**config.mk**
```make
export PLATFORM = sky130hd
export DESIGN_NAME = regfile_banked
export DESIGN_NICKNAME = d
export VERILOG_FILES = /design/src/rtl/regfile_banked.sv
export SDC_FILE = /design/constraint.sdc
export NUM_CORES = 1
export LEC_CHECK = 0
export BUFFER_PORTS_ARGS = -buffer_cell sky130_fd_sc_hd__buf_2
export CORE_MARGIN = 2
export CORE_UTILIZATION = 45
export DETAILED_ROUTE_END_ITERATION = 6
export PLACE_DENSITY = 0.68
export SETUP_SLACK_MARGIN = 0.2
export SLEW_MARGIN = 10
export SYNTH_ARGS = -nofsm -noshare
export SYNTH_HDL_FRONTEND = slang
export SYNTH_SLANG_ARGS = --single-unit
```
**constraint.sdc**
```tcl
create_clock -name Clock -period 3.6 [get_ports Clock]
set_clock_uncertainty 0.2 [all_clocks]
set_input_delay 1.08 -clock Clock [delete_from_list [all_inputs] [get_ports Clock]]
set_output_delay 1.08 -clock Clock [all_outputs]
set_load 0.005 [all_outputs]
```
**src/rtl/regfile_banked.sv**
```systemverilog
// Dual-banked register file with same-cycle write forwarding, interrupt bank swap
// and a handshaked sequencer that streams the active bank out for debug/context save.
module regfile_banked #(
  parameter int unsigned WIDTH    = 16,
  parameter int unsigned ADDR_W   = 3,
  parameter bit          ZERO_REG = 1'b0
) (
  input  logic              Clock,
  input  logic              nReset,
  input  logic              We,
  input  logic [ADDR_W-1:0] Rw,
  input  logic [WIDTH-1:0]  WData,
  input  logic [ADDR_W-1:0] Rs1,
  input  logic [ADDR_W-1:0] Rs2,
  output logic [WIDTH-1:0]  Rd1,
  output logic [WIDTH-1:0]  Rd2,
  input  logic              IntEnter,
  input  logic              IntReturn,
  output logic              Bank,
  input  logic              DumpReq,
  input  logic              DumpReady,
  output logic              DumpValid,
  output logic [WIDTH-1:0]  DumpData,
  output logic [ADDR_W-1:0] DumpAddr,
  output logic              DumpBusy,
  output logic              DumpDone
);

  localparam int unsigned NREG = 2 ** ADDR_W;

  typedef enum logic [1:0] {
    S_IDLE = 2'd0,
    S_DUMP = 2'd1,
    S_DONE = 2'd2
  } dump_state_e;

  logic [WIDTH-1:0]  regs_q [2][NREG];
  logic              bank_q, bank_d;
  logic              wr_en_c;
  dump_state_e       state_q;
  logic              dbank_q;
  logic [ADDR_W-1:0] daddr_q;
  logic              dvalid_q;
  logic              dbusy_q;
  logic              ddone_q;

  // A write to r0 is dropped when r0 is hard-wired to zero.
  assign wr_en_c = We && !(ZERO_REG && (Rw == '0));

  // IntEnter has priority; entering while already in bank 1 is a no-op.
  always_comb begin
    bank_d = bank_q;
    if (IntEnter) begin
      bank_d = 1'b1;
    end else if (IntReturn) begin
      bank_d = 1'b0;
    end
  end

  // Storage and bank select; writes in a switching cycle land in the old bank.
  always_ff @(posedge Clock or negedge nReset) begin
    if (!nReset) begin
      regs_q <= '{default: '0};
      bank_q <= 1'b0;
    end else begin
      if (wr_en_c) begin
        regs_q[bank_q][Rw] <= WData;
      end
      bank_q <= bank_d;
    end
  end

  // Read ports with write forwarding.
  always_comb begin
    Rd1 = regs_q[bank_q][Rs1];
    Rd2 = regs_q[bank_q][Rs2];
    if (ZERO_REG && (Rs1 == '0)) begin
      Rd1 = '0;
    end else if (wr_en_c && (Rw == Rs1)) begin
      Rd1 = WData;
    end
    if (ZERO_REG && (Rs2 == '0)) begin
      Rd2 = '0;
    end else if (wr_en_c && (Rw == Rs2)) begin
      Rd2 = WData;
    end
  end

  // Dump sequencer: one register per accepted beat, then a single DONE cycle.
  always_ff @(posedge Clock or negedge nReset) begin
    if (!nReset) begin
      state_q  <= S_IDLE;
      dbank_q  <= 1'b0;
      daddr_q  <= '0;
      dvalid_q <= 1'b0;
      dbusy_q  <= 1'b0;
      ddone_q  <= 1'b0;
    end else begin
      ddone_q <= 1'b0;
      case (state_q)
        S_IDLE: begin
          if (DumpReq) begin
            state_q  <= S_DUMP;
            dbank_q  <= bank_q;
            daddr_q  <= '0;
            dvalid_q <= 1'b1;
            dbusy_q  <= 1'b1;
          end
        end
        S_DUMP: begin
          if (DumpReady) begin
            daddr_q <= daddr_q + ADDR_W'(1);
            if (daddr_q == ADDR_W'(NREG - 1)) begin
              state_q  <= S_DONE;
              dvalid_q <= 1'b0;
              ddone_q  <= 1'b1;
            end
          end
        end
        S_DONE: begin
          state_q <= S_IDLE;
          dbusy_q <= 1'b0;
        end
        default: begin
          state_q  <= S_IDLE;
          dvalid_q <= 1'b0;
          dbusy_q  <= 1'b0;
        end
      endcase
    end
  end

  // Live read of the dumped bank, gated to zero outside a beat.
  always_comb begin
    DumpData = '0;
    if (dvalid_q && !(ZERO_REG && (daddr_q == '0))) begin
      DumpData = regs_q[dbank_q][daddr_q];
    end
  end

  assign Bank      = bank_q;
  assign DumpValid = dvalid_q;
  assign DumpAddr  = daddr_q;
  assign DumpBusy  = dbusy_q;
  assign DumpDone  = ddone_q;

endmodule

```
-- After elaboration in Yosys (flattened, before gate mapping)
Cells that the tools add are included.
- $add $sub $neg: 1
- $lt $le $gt $ge: 8
- equal/unequal tests: 8
- muxes and demuxes: 40
- bitwise operators: 8
- reductions and logical operators: 12
- operator list (cell ; number):
    2-to-1 mux 128 bit ; 7
    bitwise mux 256 bit ; 1
    2-to-1 mux 16 bit ; 10
    binary-select mux 16 bit (select 3 bit) ; 3
    demux 128 bit (select 1 bit) ; 1
    demux 16 bit (select 3 bit) ; 1
    >= comparator 4 bit (second input constant) ; 4
    NOT 3 -> 4 bit ; 4
    2-to-1 mux 1 bit ; 8
    equality test 3 bit ; 2
    2-to-1 mux 2 bit ; 3
    2-to-1 mux 3 bit ; 2
    != test 2 bit (second input constant) ; 3
    case mux 3 bit (2 select lines) ; 1
    AND reduction 3 bit ; 2
    >= comparator 2 bit (second input constant) ; 2
    logical AND 1 bit ; 4
    < comparator 4 x 1 -> 1 bit (second input constant) ; 1
    NOT 1 -> 2 bit ; 2
    case mux 2 bit (2 select lines) ; 1
    AND reduction 2 bit ; 2
    AND reduction 4 bit ; 1
    nonzero test 2 bit ; 2
    adder 3 x 1 -> 3 bit (second input constant) ; 1
    other kinds (8) ; 9
- register bits after elaboration: 266
- bits of input ports: 32
- output and inout port bits: 55
- word-level logic and storage cells: 100

-- Logic depth before layout (Yosys ltp)
Gate-level depths: netlist (run 1).
- depth in word-level cells: 8
- mapped depth: 8
- gate-level depth less buffers: 5

-- Least setup slack after synthesis (run 1)
OpenSTA, ideal clock, no wires.
- path kind: input to output
- from: input Rs2[1]
- to: output Rd2[9]
- data arrival time: 2416 ps
- required time: 2320 ps
- slack: -96 ps
- cell stages on the path: 7
- buffers on the path: 3
- cell sequence: buf_2 -> buf_6 -> buf_2 -> mux4_2 -> mux2i_1 -> mux2i_1 -> mux2_2
- cells in the longest elaborated chain, start to end: 5
- elaborated cells on any way between the ends: 7
- those cells by class: eq/ne: 1; mux: 4; bitwise: 1; reduce/logical: 1
- RTL lines (item ; line ; text):
    start, declared ; 14 ; input logic [ADDR_W-1:0] Rs2,
    NOT 3 -> 4 bit (implied by the code) ; 76 ; Rd2 = regs_q[bank_q][Rs2];
    binary-select mux 16 bit (select 3 bit) ; 76 ;
    2-to-1 mux 16 bit (implied by the code) (2 in a row) ; 76 ;
    2-to-1 mux 16 bit * ; 84 ; end else if (wr_en_c && (Rw == Rs2)) begin
    end, declared ; 16 ; output logic [WIDTH-1:0] Rd2,
Mark *: on every way between the ends. The rest lies on a longest branch, timed or not. The select of a mux whose other input is x is not followed.

-- Final worst setup path (run 1)
- from: register daddr_q[0] (netlist: DumpAddr[0])
- to: output DumpData[15]
- cells in the longest elaborated chain, start to end: 5
- RTL lines (item ; line ; text):
    start, declared ; 42 ; logic [ADDR_W-1:0] daddr_q;
    start signal, assigned ; 112 ; daddr_q <= daddr_q + ADDR_W'(1);
    NOT 3 -> 4 bit (implied by the code) ; 137 ; DumpData = regs_q[dbank_q][daddr_q];
    binary-select mux 16 bit (select 3 bit) ; 137 ;
    2-to-1 mux 16 bit (implied by the code) (2 in a row) ; 137 ;
    2-to-1 mux 16 bit ; 136 ; if (dvalid_q && !(ZERO_REG && (daddr_q == '0))) begin
    end, declared ; 23 ; output logic [WIDTH-1:0] DumpData,
No other way between the ends. The select of a mux whose other input is x is not followed.

==> impl_metrics.csv, run 1 <==
group,metric,value,unit
finish,nFillCells,2775,
sta,worst_pin_slew,0.675,ns
critical_path,cp.arrival,2.56,ns
sta,slew_headroom,55.0,%
clock_network,clk_pin_slew,0.06,ns
finish,layout_common_cells,"dfrtp_1, mux2_2, mux4_2, buf_4, buf_2",
sta,rsz0062_at_grt,"yes",
yosys,yosysUniqueCellTypes,48,
power,power.internal,9.27,mW
floorplanning,die_h,198,um
outcome,status,"finished, violations left",
place,port-buffer-count,86,
power,switchingPower,4.94,mW
clock_network,cts_root_buffer,"clkbuf_16",
finish,areaGrowthSynthToFinish,28.4,%
finish,mostFrequentLayoutCell,"dfrtp_1",
outcome,violations,"negative setup slack",
clock_network,h-tree-depth,1,
clock_network,worstSkewPairLatency,0.57,ns
floorplanning,coreArea,36800,sq um
yosys,syn_area_per_cell,14.5,sq um
job,cap_violations,0,
power,power_leakage,9.14,nW
clock_network,numCtsBuffers,30,
critical_path,startpoint,"DumpAddr[0]",
routing,viasPerCell,6.78,
sta,holdWs,0.292,ns
floorplanning,row_count,70,
sta,fmax,260,MHz
yosys,synth_nets,1196,
sta,fin_crit_sh,107,%
critical_path,timing.rr.end,"regs_q[130]",
power,power.share.clock,21.6,%
power,sw_frac_of_total,34.8,%
sta,post-route-min-period,3.84,ns
finish,nets,1388,
yosys,yosys.area.top_type,"dfrtp_1",
power,powerDensity,655,nW/um^2
grt,grtUsageTotal,28.5,%
routing,drtPass1Iterations,5,
sta,finalHoldViolations,0,
critical_path,path_max_fanout,8,
grt,grt_pass1_wl,82300,um
power,vdd_drop_max,0.362,mV
yosys,synth_area,16900,sq um
place,place.gp.congestion,0.917,
yosys,ys_warn_count,0,
floorplanning,ioPinCount,87,
critical_path,path_class,"flop to output port",
floorplanning,dieArea,39100,sq um
routing,ant_nets,0,
yosys,yosysTopAreaCellShare,39.4,%
clock_network,clock-sinks,266,
yosys,ys_top_cells_by_area,"dfrtp_1, mux4_2, mux2_2",
yosys,postSynth.asyncResetShare,100,%
finish,diodes,0,
grt,antenna_found_initial,0,
sta,worst_slack,-0.241,ns
yosys,synth-edff-count,0,
critical_path,crit_required,2.32,ns
power,p_comb_share,45.9,%
routing,remaining_drc_errors,0,
place,hpwl,34300,um
grt,grt_max_degree,81,
critical_path,end_kind,"output port",
routing,num_vias,12503,
grt,grt_pass1_vias,12775,
sta,slew_viol_final,0,
routing,post_drt_wl_per_cell,30.4,um
yosys,postSynthCellCount,1162,
yosys,seq_area_frac_synth,39.4,%
grt,grt_overflow,0,
clock_network,cts_buffer_depth,3,
critical_path,crit_path_start_kind,"flop",
critical_path,regToRegSetupSlack,0.96,ns
yosys,yosys_register_bits,266,
sta,setup_violations,48,
floorplanning,fp.dieW,198,um
critical_path,r2r_cells,6,
clock_network,hold_buffers,0,
place,detailedPlace.worstSlack,-0.358,ns
hold_path,worstHoldPathType,"primary input to asynchronous set/reset pin",
floorplanning,start_util,45.9,%
yosys,synth_ff_type,"dfrtp_1",
power,seqPwrFrac,32.5,%
routing,drt_iter0_drc,1541,
critical_path,r2r-start,"Bank",
routing,routed_wl,56000,um
finish,drive_gt1_share,63.9,%
clock_network,cts_tree,"done",
==> metal layers <==
metal / GRT usage (%) / vias up / share of wire, %
li1: - / 5018 / -
met1: 40.0 / 6470 / 40
met5: 0 / - / 0
met3: 5.31 / 213 / 9.7
met4: 12.4 / 0 / 5.2
met2: 43.5 / 802 / 45
==> cells in the mapped netlist (6+ instances only) <==
cell type  count
nor3_1         9
buf_2         40
mux2i_1       75
a221oi_1      12
nor2_1        28
buf_6         15
a211oi_1      18
buf_4         20
o21ai_0       13
clkbuf_1      34
nand2b_1       9
mux4_2       172
nand2_1       22
mux2_2       238
a21oi_1        9
o22ai_1       26
a221o_1        9
mux2_4        30
o31ai_1        9
nand3_1        6
a221oi_2      10
xnor2_1        6
and3_1        10
nor2b_1       23
dfrtp_1      266
nor2_2         9
==> state kept, by name (all words and copies together) (netlist names) <==
register	flops
DumpValid	1
state_q	2
DumpBusy	1
Bank	1
DumpDone	1
DumpAddr	3
dbank_q	1
regs_q	256
==> power by group through the flow <==
stage	Sequential [mW]	Combinational (mW)	Clock (mW)
floorplan	4.24	3.74	0
global placement	4.60	5.06	0
detailed placement	4.64	5.15	0
CTS	4.54	6.11	3.09
global route	4.71	6.84	3.21
finish	4.62	6.52	3.06
==> repair_timing <==
action,in CTS,in global routing
pin swaps,20,30
cloned,12,2
resized for setup,143,89
buffers inserted,40,6
endpoints found under the setup margin,48,48
==> final cells by class <==
class                   instances  area (sq um)  share of cell area [%]
multi-input cells             777         10300                    47.7
clock inverters                 6          83.8                   0.387
well taps                     468           586                    2.70
clock buffers                  47           876                    4.04
flip-flops and latches        266          6670                    30.8
inverters                       4          18.8                  0.0866
repair buffers                275          3110                    14.3
==> how the worst max path moves through the flow <==
stage / to / slack [ns] / depth (start not counted)
global placement: Rd1[15] / -0.39 / 9
finish: DumpData[15] / -0.24 / 6
CTS: Rd1[14] / -0.20 / 8
detailed placement: Rd1[14] / -0.36 / 6
floorplan: Rd2[4] / 0.06 / 6
global route: DumpData[14] / -0.27 / 8
==> critical path, stage by stage (launching register included) <==
cell      delay, ns
dfrtp_4        0.53
nand2b_1       0.20
buf_4          0.23
a211oi_1       0.37
o31ai_1        0.13
a221o_1        0.36
buf_2          0.15
==> kinds of logic (layout without fill, tap and decap cells) <==
group | count (synthesis) | count (layout) | synth area share (%)
compound gates | 120 | 120 | 5.52
xor+xnor | 6 | 6 | 0.311
fa+ha+maj | 2 | 2 | 0.148
buf+inv | 119 | 332 | 4.25
flops | 266 | 266 | 39.4
mux | 517 | 517 | 46.1
simple gates | 132 | 132 | 4.24
==> per-stage QoR <==
| step | instance area, sq um | TNS, ns | total power, mW | utilization [%] | instances |
|---|---|---|---|---|---|
| CTS | 21100 | -5.49 | 13.8 | 57.3 | 1835 |
| floorplan | 17100 | 0 | 7.98 | - | 1162 |
| finish | 21700 | -5.60 | 14.2 | 58.9 | 1843 |
| global route | 21700 | -7.83 | 14.7 | 58.9 | 1843 |
| global placement | 18700 | -8.33 | 9.66 | 50.9 | 1730 |
| detailed placement | 18700 | -8.77 | 9.79 | 50.9 | 1730 |
(Power assumes the default switching activity.)
==> run 2: changes to the inputs <==
--- a/constraint.sdc
+++ b/constraint.sdc
@@ -4,2 +4,2 @@
 set_output_delay 1.08 -clock Clock [all_outputs]
-set_load 0.005 [all_outputs]
+set_load 0.05 [all_outputs]
==> run 2 against run 1 <==
Effect of this change:
- the flow still finishes with violations (negative setup slack)
- first-iteration DRC count is 11% lower
- clock power is 4% lower
- sequential power hardly changed
- hold slack worse by 0.054 ns
- design area is 1.4% higher
- die area stayed put
- fmax is 0.79% lower
- core utilization is 0.83 points higher
- clock-buffer cell count is 1 lower
- global-route usage is 0.45 points higher
==> impl_metrics.csv, run 2 (synthesis results as in run 1) <==
group,metric,value,unit
sta,holdWs,0.238,ns
critical_path,path_max_fanout,6,
finish,drive_gt1_share,63.4,%
floorplanning,dieArea,39100,sq um
critical_path,startpoint,"dbank_q",
critical_path,crit_chain,"buf_12, buf_8, buf_16, mux4_2, a221o_1, buf_6",
clock_network,hold_buffers,0,
clock_network,h-tree-depth,1,
outcome,violations,"negative setup slack",
routing,post_drt_wl_per_cell,30.1,um
floorplanning,fp.dieW,198,um
floorplanning,coreArea,36800,sq um
critical_path,cp.arrival,2.59,ns
routing,ant_nets,0,
routing,num_vias,12348,
finish,largest_reg_flops,256,
grt,antenna_found_initial,0,
grt,grt_max_degree,80,
floorplanning,ioPinCount,87,
routing,drtPass1Iterations,5,
power,vdd_drop_max,0.339,mV
place,place.gp.congestion,0.903,
grt,grt_pass1_vias,12673,
sta,setup_violations,48,
finish,nets,1391,
clock_network,cts_tree,"done",
power,power_leakage,9.26,nW
sta,slew_viol_final,0,
sta,post-route-min-period,3.87,ns
clock_network,clock-sinks,266,
outcome,status,"finished, violations left",
grt,grtUsageTotal,28.9,%
hold_path,worstHoldPathType,"primary input to asynchronous set/reset pin",
critical_path,end_kind,"output port",
place,hpwl,34300,um
clock_network,cts_buffer_depth,3,
finish,diodes,0,
clock_network,clk_pin_slew,0.06,ns
sta,rsz0062_at_grt,"yes",
floorplanning,die_h,198,um
grt,grt_pass1_wl,82700,um
critical_path,r2r_cells,5,
routing,routed_wl,55500,um
clock_network,cts_root_buffer,"clkbuf_16",
critical_path,path_class,"flop to output port",
critical_path,timing.rr.end,"regs_q[198]",
sta,fin_crit_sh,108,%
place,port-buffer-count,86,
floorplanning,row_count,70,
job,cap_violations,0,
sta,worst_pin_slew,0.601,ns
finish,regMostFlops,"regs_q",
routing,remaining_drc_errors,0,
sta,slew_headroom,59.8,%
grt,grt_overflow,0,
critical_path,cp_top_family,"buffers and inverters",
critical_path,regToRegSetupSlack,1.26,ns
routing,viasPerCell,6.69,
finish,layout_common_cells,"dfrtp_1, mux2_2, mux4_2, buf_4, mux2i_1",
critical_path,slowest_stage,"dfrtp_4",
power,powerDensity,707,nW/um^2
place,detailedPlace.worstSlack,-0.394,ns
critical_path,crit_path_start_kind,"flop",
critical_path,crit_required,2.32,ns
floorplanning,start_util,45.9,%
sta,fin_setup_tns,-9.59,ns
clock_network,worstSkewPairLatency,0.56,ns
critical_path,slowest_delay,0.53,ns
finish,mostFrequentLayoutCell,"dfrtp_1",
sta,worst_slack,-0.272,ns
routing,drt_iter0_drc,1376,
finish,areaGrowthSynthToFinish,30.3,%
clock_network,numCtsBuffers,29,
sta,fmax,258,MHz
critical_path,crit_buf_inv,4,
critical_path,r2r-start,"Bank",
sta,finalHoldViolations,0,
-- run 2: routing by layer --
metal	up-vias	share of wire [%]	GRT usage, %
li1	5006	-	-
met4	0	5.2	12.6
met2	746	45	43.7
met1	6398	40	40.8
met3	198	9.8	5.94
met5	-	0	0
-- run 2: repair_timing --
item                       in CTS  in global routing
cloned                         10                  3
buffers inserted               28                 13
setup endpoints to repair      48                 48
pin swaps                      26                 15
resized for setup             192                 40
-- run 2: final cells by class --
cell class / instances / area [sq um]
Clock buffer: 46 / 870
Clock inverter: 6 / 57.6
Fill cell: 2731 / 14800
Inverter: 4 / 15.0
Multi-Input combinational cell: 777 / 10500
Sequential cell: 266 / 6670
Tap cell: 468 / 586
Timing Repair Buffer: 279 / 3330
-- run 2: how the worst max path moves through the flow --
stage,end,cells after the start
CTS,Rd1[14],7
global placement,Rd2[14],7
global route,Rd1[14],7
finish,DumpData[6],6
floorplan,Rd1[10],6
detailed placement,Rd2[14],7
-- run 2: per-stage QoR --
step	util (%)	cells	cell area, sq um	power [mW]
finish	59.8	1846	22000	15.5
global route	59.8	1846	22000	16.1
CTS	58.7	1830	21600	15.2
detailed placement	52.7	1740	19400	11.1
global placement	52.7	1740	19400	11.0
floorplan	-	1162	17600	9.31
-- run 2: power breakdown --
group / internal (mW) / total (mW) / switching (mW)
clock network: 1.71 / 2.95 / 1.24
registers: 3.74 / 4.63 / 0.892
logic: 4.07 / 7.96 / 3.90
